## src/rtl/gshare_predictor.sv

```systemverilog
// gshare branch predictor.
// Predicts at IF time from a table of saturating counters. The table index is
// the PC hashed with the speculative global history. Predictions in flight are
// kept in an in-order FIFO. The table is trained at commit, and a mispredicted
// commit produces a one-cycle flush together with the corrected fetch address.
module gshare_predictor #(
  parameter int BHT_INDEX_BITS = 6,
  parameter int CNT_BITS       = 2,
  parameter int HIST_BITS      = 4,
  parameter int FIFO_LOG       = 2
) (
  input  logic        clk,
  input  logic        rst,
  input  logic        rdy,
  input  logic        ask,
  input  logic [31:0] ask_pc,
  input  logic [31:0] ask_jump_addr,
  input  logic [31:0] ask_next_addr,
  output logic        pred_valid,
  output logic        pred_jump,
  output logic        full,
  input  logic        commit,
  input  logic        commit_jump,
  output logic        flush,
  output logic [31:0] redirect_addr
);

  localparam int BHT_SIZE = 1 << BHT_INDEX_BITS;
  localparam int DEPTH    = 1 << FIFO_LOG;
  localparam logic [CNT_BITS-1:0] CNT_MAX  = '1;
  localparam logic [CNT_BITS-1:0] CNT_INIT = {1'b0, {(CNT_BITS-1){1'b1}}};
  localparam logic [FIFO_LOG:0]   COUNT_FULL = (FIFO_LOG+1)'(DEPTH);

  // Counter table and in-flight prediction FIFO
  logic [CNT_BITS-1:0]       bht [BHT_SIZE];
  logic [BHT_INDEX_BITS-1:0] fifo_idx  [DEPTH];
  logic                      fifo_pred [DEPTH];
  logic [31:0]               fifo_jump [DEPTH];
  logic [31:0]               fifo_next [DEPTH];

  logic [FIFO_LOG-1:0] head;
  logic [FIFO_LOG-1:0] tail;
  logic [FIFO_LOG:0]   count;
  logic [HIST_BITS-1:0] spec_hist;
  logic [HIST_BITS-1:0] commit_hist;

  // Decoded per-cycle events
  logic [BHT_INDEX_BITS-1:0] hist_ext;
  logic [BHT_INDEX_BITS-1:0] ask_idx;
  logic                      ask_pred;
  logic [BHT_INDEX_BITS-1:0] head_idx;
  logic                      head_pred;
  logic [CNT_BITS-1:0]       cnt_cur;
  logic [CNT_BITS-1:0]       cnt_upd;
  logic                      accept_commit;
  logic                      mispredict;
  logic                      accept_ask;
  logic [FIFO_LOG:0]         count_nxt;
  logic [HIST_BITS-1:0]      spec_hist_shift;
  logic [HIST_BITS-1:0]      commit_hist_nxt;

  assign full = (count == COUNT_FULL);

  // Zero-extend the history so it can be XORed into the PC index bits
  always_comb begin
    hist_ext = '0;
    hist_ext[HIST_BITS-1:0] = spec_hist;
  end

  assign ask_idx   = ask_pc[BHT_INDEX_BITS+1:2] ^ hist_ext;
  assign ask_pred  = bht[ask_idx][CNT_BITS-1];
  assign head_idx  = fifo_idx[head];
  assign head_pred = fifo_pred[head];
  assign cnt_cur   = bht[head_idx];

  assign spec_hist_shift = {spec_hist[HIST_BITS-2:0], ask_pred};
  assign commit_hist_nxt = {commit_hist[HIST_BITS-2:0], commit_jump};

  // Nothing is accepted during the flush cycle. A mispredicting commit
  // discards any same-cycle ask because that ask was fetched down the wrong path.
  assign accept_commit = rdy & ~flush & commit & (count != '0);
  assign mispredict    = accept_commit & (commit_jump != head_pred);
  assign accept_ask    = rdy & ~flush & ask & ~full & ~mispredict;

  // Saturating counter training value for the committing entry
  always_comb begin
    cnt_upd = cnt_cur;
    if (commit_jump) begin
      if (cnt_cur != CNT_MAX) cnt_upd = cnt_cur + CNT_BITS'(1);
    end else begin
      if (cnt_cur != '0) cnt_upd = cnt_cur - CNT_BITS'(1);
    end
  end

  // Occupancy after this cycle's push/pop
  always_comb begin
    count_nxt = count;
    if (mispredict) begin
      count_nxt = '0;
    end else begin
      case ({accept_ask, accept_commit})
        2'b10:   count_nxt = count + (FIFO_LOG+1)'(1);
        2'b01:   count_nxt = count - (FIFO_LOG+1)'(1);
        default: count_nxt = count;
      endcase
    end
  end

  // Counter table: weakly not-taken at reset, trained on every accepted commit.
  // A read for a same-cycle ask sees the value from before this update.
  always_ff @(posedge clk) begin
    if (rst) begin
      for (int i = 0; i < BHT_SIZE; i++) bht[i] <= CNT_INIT;
    end else if (accept_commit) begin
      bht[head_idx] <= cnt_upd;
    end
  end

  // FIFO payload; its validity is tracked by the pointers alone, so no reset is needed
  always_ff @(posedge clk) begin
    if (!rst && accept_ask) begin
      fifo_idx[tail]  <= ask_idx;
      fifo_pred[tail] <= ask_pred;
      fifo_jump[tail] <= ask_jump_addr;
      fifo_next[tail] <= ask_next_addr;
    end
  end

  // FIFO pointers and occupancy; head and tail wrap naturally at DEPTH
  always_ff @(posedge clk) begin
    if (rst) begin
      head  <= '0;
      tail  <= '0;
      count <= '0;
    end else if (rdy) begin
      if (mispredict) begin
        head <= '0;
        tail <= '0;
      end else begin
        if (accept_ask)    tail <= tail + FIFO_LOG'(1);
        if (accept_commit) head <= head + FIFO_LOG'(1);
      end
      count <= count_nxt;
    end
  end

  // Global histories: speculative for lookup, committed for recovery on a mispredict
  always_ff @(posedge clk) begin
    if (rst) begin
      spec_hist   <= '0;
      commit_hist <= '0;
    end else if (rdy) begin
      if (accept_commit) commit_hist <= commit_hist_nxt;
      if (mispredict)      spec_hist <= commit_hist_nxt;
      else if (accept_ask) spec_hist <= spec_hist_shift;
    end
  end

  // Registered prediction response
  always_ff @(posedge clk) begin
    if (rst) begin
      pred_valid <= 1'b0;
      pred_jump  <= 1'b0;
    end else if (rdy) begin
      pred_valid <= accept_ask;
      if (accept_ask) pred_jump <= ask_pred;
    end
  end

  // One-cycle flush pulse with the corrected fetch address
  always_ff @(posedge clk) begin
    if (rst) begin
      flush         <= 1'b0;
      redirect_addr <= '0;
    end else if (rdy) begin
      flush <= mispredict;
      if (mispredict) redirect_addr <= commit_jump ? fifo_jump[head] : fifo_next[head];
    end
  end

endmodule
```

## config.mk

```make
export PLATFORM = sky130hd
export DESIGN_NAME = gshare_predictor
export DESIGN_NICKNAME = d
export VERILOG_FILES = /design/src/rtl/gshare_predictor.sv
export SDC_FILE = /design/constraint.sdc
export NUM_CORES = 1
export LEC_CHECK = 0
export CAP_MARGIN = 20
export CORE_MARGIN = 4
export CORE_UTILIZATION = 53
export DETAILED_ROUTE_END_ITERATION = 7
export HOLD_SLACK_MARGIN = 0.05
export PLACE_DENSITY_LB_ADDON = 0.1
export SYNTH_ARGS = -nofsm -noshare
export SYNTH_HDL_FRONTEND = slang
export SYNTH_SLANG_ARGS = --single-unit
```

## constraint.sdc

```tcl
create_clock -name clk -period 5.23 [get_ports clk]
set_input_delay 0.523 -clock clk [delete_from_list [all_inputs] [get_ports clk]]
set_output_delay 0.523 -clock clk [all_outputs]
set_load 0.05 [all_outputs]
```

After elaboration in Yosys (flattened, before gate mapping)

Memory sizes are Yosys's and may differ from the RTL's. A register that Yosys moved wholly into a read port is not among the register bits.
Cells that the tools add are included.

Output and inout bits: 36
Memories: 5
Word-level logic and storage cells: 80
Memory bits (writable): 412
Input port bits: 102
Register bits after elaboration: 49

Memory list:

| name      | depth | bits a word | rd ports | clocked after memory_dff | write ports | RTL line | text |
|---|---|---|---|---|---|---|---|
| bht       | 64    | 2           | 2        | 0                        | 64          | 35       | `logic [CNT_BITS-1:0] bht [BHT_SIZE];` |
| fifo_jump | 4     | 32          | 1        | 1                        | 1           | 38       | `logic [31:0] fifo_jump [DEPTH];` |
| fifo_next | 4     | 32          | 1        | 1                        | 1           | 39       | `logic [31:0] fifo_next [DEPTH];` |
| fifo_idx  | 4     | 6           | 1        | 1                        | 1           | 36       | `logic [BHT_INDEX_BITS-1:0] fifo_idx [DEPTH];` |
| fifo_pred | 4     | 1           | 1        | 1                        | 1           | 37       | `logic fifo_pred [DEPTH];` |

Reduce and logical (&&, ||, !) cells: 14
Equality and inequality tests: 5
Bitwise gates (word level): 11
Multiplexer cells: 30
$add $sub $neg: 6

Operators by type and width:

| operator            | number |
|---|---|
| $mux 2              | 16 |
| $mux 32             | 1 |
| $reduce_and 2->1    | 6 |
| $mux 1              | 8 |
| $mux 4              | 2 |
| $and 1x1->1         | 7 |
| $add 2x1->2 const B | 3 |
| $mux 6              | 1 |
| $pmux 3 s2          | 1 |
| $reduce_bool 2->1   | 3 |
| $reduce_bool 3->1   | 2 |
| $xor 6x4->6         | 1 |
| $add 3x1->3 const B | 1 |
| $eq 3x3->1 const B  | 1 |
| $mux 3              | 1 |
| $not 1->1           | 3 |
| $sub 3x1->3 const B | 1 |
| $eq 2x1->1 const B  | 1 |
| $eq 2x2->1 const B  | 1 |
| $ne 2x2->1 const B  | 1 |
| $reduce_or 2->1     | 1 |
| $sub 2x1->2 const B | 1 |
| $logic_and 1x1->1   | 1 |
| $logic_not 1->1     | 1 |
| $ne 1x1->1          | 1 |

Logic depth before layout (Yosys ltp)

Gate-level depths: netlist (run 1).

Depth in word-level cells: 10
Gate-level depth with buffers: 14
Mapped depth without buffers: 8

Worst setup path before layout (run 1)

OpenSTA, ideal clock, no wires.

Path type: register -> register
Start: reg (tool-made name)
End: mem fifo_idx[0][0] (enable)
Cell stages (with the launch flop): 9
Library setup time: 0.437 ns
Required time: 4.793 ns
Period minus slack after synthesis: 4.248 ns
Buffers on the path: 3
Arrival: 3.811 ns
Path slack: 0.982 ns
Path through: dfxtp_1 -> buf_6 -> clkbuf_1 -> mux4_2 -> xnor2_1 -> nor2_1 -> clkbuf_1 -> nor3_1 -> and2_1

RTL lines:

| what             | RTL line |
|---|---|
| end: declaration | 36 |

==> metrics.md, run 1 <==
| Metric | Value |
|---|---|
| Vias in the first global route | `12537` |
| Post-synthesis mux area share | `14.23%` |
| XOR/XNOR Fraction of Synth Area | `less than 1%` |
| Dominant synthesized flop cell | `edfxtp_1` |
| DP HPWL | `29240 um` |
| Clk_skew | `about 0.013 ns` |
| TritonRoute pass-1 iters | `5` |
| Synth Area in Compound Gates | `under 10%` |
| Worst rel slew slack | `between 20% and 30%` |
| Ports | `138` |
| Post-Synth Adder-Cell Area | `less than 1%` |
| Simple-gate area share of the yosys netlist | `under 10%` |
| Share of cells above drive strength 1 | `between 10% and 20%` |
| Worst Path Required | `5.51 ns` |
| CTS tree | `yes` |
| CP Capture Point | `bht[45][0]` |
| WL final | `about 47000 um` |
| Fmax | `0.2349 GHz` |
| CTS sink cnt | `463` |
| Reg clk slew, reported paths | `~0.060 ns` |
| Worst VDD drop | `0.0003730 V` |
| FF-to-FF End | `bht[45][0]` |
| Synth Register Bits | `around 460` |
| Routability-driven placement congestion ratio | `between 0.9 and 1` |
| DP Worst Slack | `roughly 1 ns` |
| Mapped Cells | `between 1000 and 1500` |
| Ys async rst share | `0%` |
| Max Cap Viol | `0` |
| Setup TNS | `0 ns` |
| HP Start | `commit_hist[2]` |
| Post-synthesis cell area | `roughly 0.020 sq mm` |
| Total placed cells including tap cells | `between 1500 and 2000` |
| Total global routing overflow | `0` |
| Fin nets | `approximately 1500` |
| Postcts setup bufs | `0` |
| Final Core Density | `a little under two thirds` |
| Main combinational cell family by area after synthesis | `multiplexers` |
| CTS Buf Count | `48` |
| CP Capture Type | `flip-flop` |
| # resized after CTS | `0` |
| Initial antenna violation count | `4` |
| DIE AREA | `between 0.04 and 0.05 sq mm` |
| Post-synthesis sequential area ratio | `between 60 and 70%` |
| DIE WIDTH | `about 200 um` |
| Core Region | `0.03687 sq mm` |
| Endpoints failing hold | `0` |
| Fin worst setup slack | `roughly 0.97 ns` |
| Worst skew pair latency | `slightly below 0.6 ns` |
| Largest net degree at the start of global routing | `between 80 and 90` |
| Ys Warns | `0` |
| Fin crit share | `81.39%` |
| Vias per cell | `between 6 and 7` |
| Gr usage total | `around a quarter` |
| Cell Area, Placed | `0.02182 sq mm` |
| DR WL/cell | `between 20 and 25 um` |
| Final Setup Violations | `0` |
| Clk root buf | `clkbuf_16` |
| Max-slew violations | `0` |
| Crit path DAT | `about 4.5 ns` |
| H-Tree Depth | `2` |
| Cts-stage hold buffer count | `0` |
| Synth unique cells | `70` |
| Layout Cells excl Fill | `approximately 1900` |
| Worst-case reg-to-reg path depth | `10` |
| Pwr per Cell Area | `approximately 360 mW/mm^2` |
| Total chip power | `roughly 8.4 mW` |
| Initial Utilization | `a little over half` |
| Post-DRT Antenna Nets | `0` |
| Class of the tightest hold or removal check | `flip-flop to flip-flop` |
| Most common cell after layout, fill and taps aside | `edfxtp_1` |
| Iteration-0 DRC Markers | `~960` |
| R2R setup slack | `0.97 ns` |
| Most frequent cells in the layout | `edfxtp_1 (412), nand2_1 (111), clkdlybuf4s50_1 (109)` |
| First-pass GRT wire length | `73390 um` |
| Layout area overhead | `17.30%` |
| Pleak | `approximately 7.3 nW` |
| RSZ-0062 raised after global routing | `false` |
| EDFF count, synth | `between 400 and 500` |
| Worst-Margin Slew | `roughly 1.1 ns` |
| Outcome | `finished clean` |
| Clk buf depth | `3` |
| Die Y | `202.2 um` |
| Minimum clock period | `about 4.3 ns` |
| Setup CP Type | `flip-flop to flip-flop` |
| Placement Rows | `70` |
| Vias | `between 10000 and 15000` |
| Post-route cell area | `0.02345 sq mm` |
| Input/output buffers | `between 100 and 150` |
| DRC Markers | `0` |
| Max FO, Critical Path | `26` |
| Syn_nets | `roughly 1400` |
| CP startpoint kind | `flip-flop` |
| Hold_ws | `0.4590 ns` |
| Mean Syn Cell Area | `about 16 sq um` |
-- where the power goes --
| group | switching (mW) | total [mW] | internal (mW) | leakage [nW] |
|---|---|---|---|---|
| sequential | 0.0349 | 4.13 | 4.09 | 4.07 |
| clock | 1.38 | 3.44 | 2.06 | 0.784 |
| combinational | 0.495 | 0.804 | 0.309 | 2.45 |
-- cells in the mapped netlist, types with 7 or more instances --
cell / instances / area (sq um)
buf_1: 11 / 41.29
mux4_2: 94 / 2117
dfxtp_1: 51 / 1021
buf_2: 21 / 105.1
nand3_1: 10 / 50.05
o211ai_1: 26 / 195.2
o21ai_0: 34 / 170.2
o22ai_1: 13 / 81.33
mux2i_1: 48 / 480.5
nor4_1: 26 / 162.7
nor3_1: 57 / 285.3
o221ai_1: 14 / 122.6
inv_1: 10 / 37.54
nand2b_1: 8 / 50.05
a21oi_1: 23 / 115.1
clkbuf_1: 58 / 217.7
nand2_1: 111 / 416.7
a211oi_1: 35 / 262.8
nor2_1: 65 / 244.0
buf_6: 7 / 78.83
o21bai_1: 40 / 300.3
edfxtp_1: 412 / 12370
mux2_2: 19 / 214.0
-- final cells by class --
class,count,area (sq um)
multi-input combinational,714,6157
inverter,10,37.54
fill,2668,13420
timing repair buffer,167,1619
sequential,463,13400
clock buffer,67,1355
antenna,1,2.502
tap,504,630.6
clock inverter,22,250.2
-- worst max-delay path, cell delays in order, from the launching register on --
cell,delay (ns)
dfxtp_4,0.47
mux4_2,0.85
buf_4,0.29
nand2b_1,0.34
nor2_1,0.07
o311ai_0,0.36
nand4b_1,0.23
or4_4,0.57
a31oi_4,0.24
buf_4,0.35
o211ai_1,0.15
-- worst min path at each step --
| stage | end | slack [ns] | cells after the start |
|---|---|---|---|
| final | commit_hist[2] | 0.46 | 2 |
| after global routing | commit_hist[2] | 0.50 | 2 |
| after CTS | commit_hist[2] | 0.46 | 2 |
| after detailed placement | commit_hist[2] | 0.45 | 2 |
| after global placement | commit_hist[2] | 0.45 | 2 |
| after floorplan | commit_hist[2] | 0.44 | 2 |
-- state kept, by name, indices dropped and copies added (netlist names), named ones only --
name,count
tail,2
pred_jump,1
bht,128
count,3
flush,1
head,2
redirect_addr,32
fifo_pred,4
fifo_next,128
fifo_jump,128
fifo_idx,24
pred_valid,1
spec_hist,4
commit_hist,3
-- logic make-up (layout without fill, tap and decap cells) --
family | Yosys count | count (layout)
flops | 463 | 463
simple gates | 321 | 321
xor+xnor | 9 | 9
mux | 163 | 163
buf+inv | 111 | 266
compound gates | 216 | 216
fa+ha+maj | 5 | 5
other cells | 0 | 1
-- layer usage --
metal / vias up / part of all wire [%] / GRT usage, %
met5: - / 0.070 / 0
met4: 4 / 2.6 / 7.299
met3: 92 / 8.2 / 5.824
met2: 502 / 48 / 37.65
met1: 6114 / 41 / 31.55
li1: 5377 / - / -
(Power assumes the default switching activity.)
==> run 2: changes to the inputs <==
Clock period 5.23 ns to 3.45 ns, I/O delays scaled along.
==> run 2 against run 1 <==
Net effect:
- the run now ends with setup timing left
- cell count grew 5.3%
- final area grew 5.6%
- power is 60% higher
- via count grew 3.9%
- largest cell class unchanged
- wire length grew 4.9%
- critical path depth up 4
- global-route usage rose by 0.97 points
- highest routed layer unchanged
- sequential cell count unchanged
==> metrics.md, run 2 (synthesis gave the netlist of run 1 again) <==
| Metric | Value |
|---|---|
| Outcome | `complete, but fails checks` |
| Failing checks | `setup timing` |
| CP max-delay cell | `or4_4` |
| Reg clk slew, reported paths | `roughly 0.060 ns` |
| Clk_skew | `0.02477 ns` |
| CP Capture Type | `flip-flop` |
| CTS sink cnt | `roughly 460` |
| Pwr per Cell Area | `about 540 mW/mm^2` |
| CTS tree | `yes` |
| Biggest regs | `bht: 128 flops, fifo_jump: 128 flops, fifo_next: 128 flops` |
| Final Setup Violations | `around 130` |
| Die Y | `around 200 um` |
| RSZ-0062 raised after global routing | `true` |
| DP HPWL | `31740 um` |
| Placement Rows | `70` |
| Fin crit share | `104.9%` |
| Most used cell, CP | `buf_4` |
| Pleak | `about 8.0 nW` |
| CP startpoint kind | `flip-flop` |
| Worst rel slew slack | `32.97%` |
| Fmax | `~0.28 GHz` |
| Most frequent cells in the layout | `edfxtp_1 (412), buf_4 (121), nand2_1 (111)` |
| Layout Cells excl Fill | `~2100` |
| Max-slew violations | `0` |
| Largest net degree at the start of global routing | `between 80 and 90` |
| Minimum clock period | `between 3 and 4 ns` |
| Routability-driven placement congestion ratio | `between 0.9 and 1` |
| Class of the tightest hold or removal check | `primary input to flip-flop` |
| WL final | `49810 um` |
| Critical path cell sequence | `mux4_2 -> buf_12 -> nand2_1 -> buf_4 -> nor2_1 -> nor4_1 -> buf_4 -> o311ai_1 -> or4_4 -> buf_4 -> a21oi_4 -> buf_6 -> clkbuf_16 -> o211ai_1` |
| Clk buf depth | `3` |
| Worst-Margin Slew | `~1.0 ns` |
| Total placed cells including tap cells | `1944` |
| Worst VDD drop | `roughly 0.00045 V` |
| Crit path DAT | `roughly 3.9 ns` |
| First-pass GRT wire length | `76370 um` |
| H-Tree Depth | `2` |
| Core Region | `approximately 0.037 sq mm` |
| Total global routing overflow | `0` |
| DRC Markers | `0` |
| Fin worst setup slack | `-0.1686 ns` |
| Ports | `between 100 and 150` |
| Fin nets | `between 1500 and 2000` |
| Worst path max stage delay | `between 0.5 and 0.6 ns` |
| Post-DRT Antenna Nets | `0` |
| Share of cells above drive strength 1 | `between 20% and 30%` |
| Vias | `roughly 13000` |
| Vias in the first global route | `about 13000` |
| DIE WIDTH | `roughly 200 um` |
| Layout area overhead | `23.91%` |
| Worst-case reg-to-reg path depth | `14` |
| Vias per cell | `6.125` |
| Cts-stage hold buffer count | `0` |
| Initial Utilization | `between 50% and 60%` |
| Input/output buffers | `111` |
| Max FO, Critical Path | `13` |
| Setup CP Type | `flip-flop to flip-flop` |
| Hold depth | `2` |
| DIE AREA | `about 0.04 sq mm` |
| Endpoints failing hold | `0` |
| Gr usage total | `between 20% and 30%` |
| Initial antenna violation count | `2` |
| Fillers | `2555` |
| Iteration-0 DRC Markers | `approximately 1200` |
| Antenna cell count | `0` |
| CTS Buf Count | `48` |
| Worst Path Required | `3.75 ns` |
| R2R setup slack | `-0.17 ns` |
| Worst skew pair latency | `0.59 ns` |
| Final Core Density | `approximately two thirds` |
| TritonRoute pass-1 iters | `5` |
| DR WL/cell | `24.28 um` |
| Total chip power | `13.35 mW` |
| Most common cell after layout, fill and taps aside | `edfxtp_1` |
| Max Cap Viol | `0` |
| Clk root buf | `clkbuf_16` |
run 2: changes by cell type in the layout (fill, tap and decap cells not counted), moves of 2 or more:
cell | previous run | this run
nor2b_1 | 4 | 2
buf_4 | 50 | 121
buf_12 | 6 | 24
buf_6 | 0 | 9
inv_6 | 0 | 2
clkbuf_8 | 4 | 6
clkinv_2 | 9 | 2
clkinv_1 | 4 | 6
nor2b_2 | 0 | 2
bufinv_16 | 5 | 11
clkbuf_16 | 50 | 52
run 2: worst paths after layout:
check                                     from          endpoint
worst max register to register       flip-flop        bht[56][0]
worst min-delay path                       rst  redirect_addr[0]
worst min register to register  commit_hist[2]    commit_hist[2]
worst max-delay path                 flip-flop        bht[56][0]
run 2: timing repair:
action | in CTS | in global routing
endpoints found under the setup margin | 132 | 372
gates cloned | 2 | 4
hold endpoints to repair | 0 | 0
gates resized for setup | 18 | 10
buffers inserted | 9 | 3
pin swaps | 1 | 2
run 2: layout make-up:
type | count | area [sq um] | share of cell area [%]
clock buffers | 65 | 1315 | 5.308
multi-input cells | 714 | 6221 | 25.11
clock inverters | 24 | 412.9 | 1.667
flip-flops and latches | 463 | 13400 | 54.09
repair buffers | 271 | 2755 | 11.12
inverters | 10 | 37.54 | 0.1515
well taps | 504 | 630.6 | 2.546
run 2: worst max-delay path, delay by kind of cell, from the launching register on:
kind	cells	cell delay, ns
AND/OR/NAND/NOR	4	0.92
flip-flops	1	0.41
AO/OA/AOI/OAI	3	0.36
multiplexers	1	0.56
buffers and inverters	6	1.08
run 2: metrics by stage:
stage | hold slack, ns | setup slack (ns) | area [sq um] | setup TNS (ns)
CTS | 0.2999 | -0.1066 | 24610 | -4.794
floorplan | 0.4367 | -0.03136 | 20000 | -8.907
global route | 0.3332 | -0.2618 | 24770 | -25.52
global placement | 0.4481 | -0.2397 | 22690 | -16.78
detailed placement | 0.4496 | -0.2407 | 22690 | -17.74
finish | 0.3389 | -0.1686 | 24770 | -10.88
run 2: report_power, final:
group	leakage [nW]	switching, mW	internal [mW]
clock network	0.835	2.10	3.50
registers	4.07	0.0503	6.20
logic	3.09	0.832	0.664
total	8.00	2.99	10.4
run 2: layer usage:
metal / up-vias / track usage [%] / part of all wire, %
li1: 5593 / - / -
met1: 6323 / 33.78 / 41
met2: 542 / 38.41 / 48
met3: 101 / 5.760 / 8.6
met4: 4 / 7.687 / 2.9
met5: - / 0 / 0.044
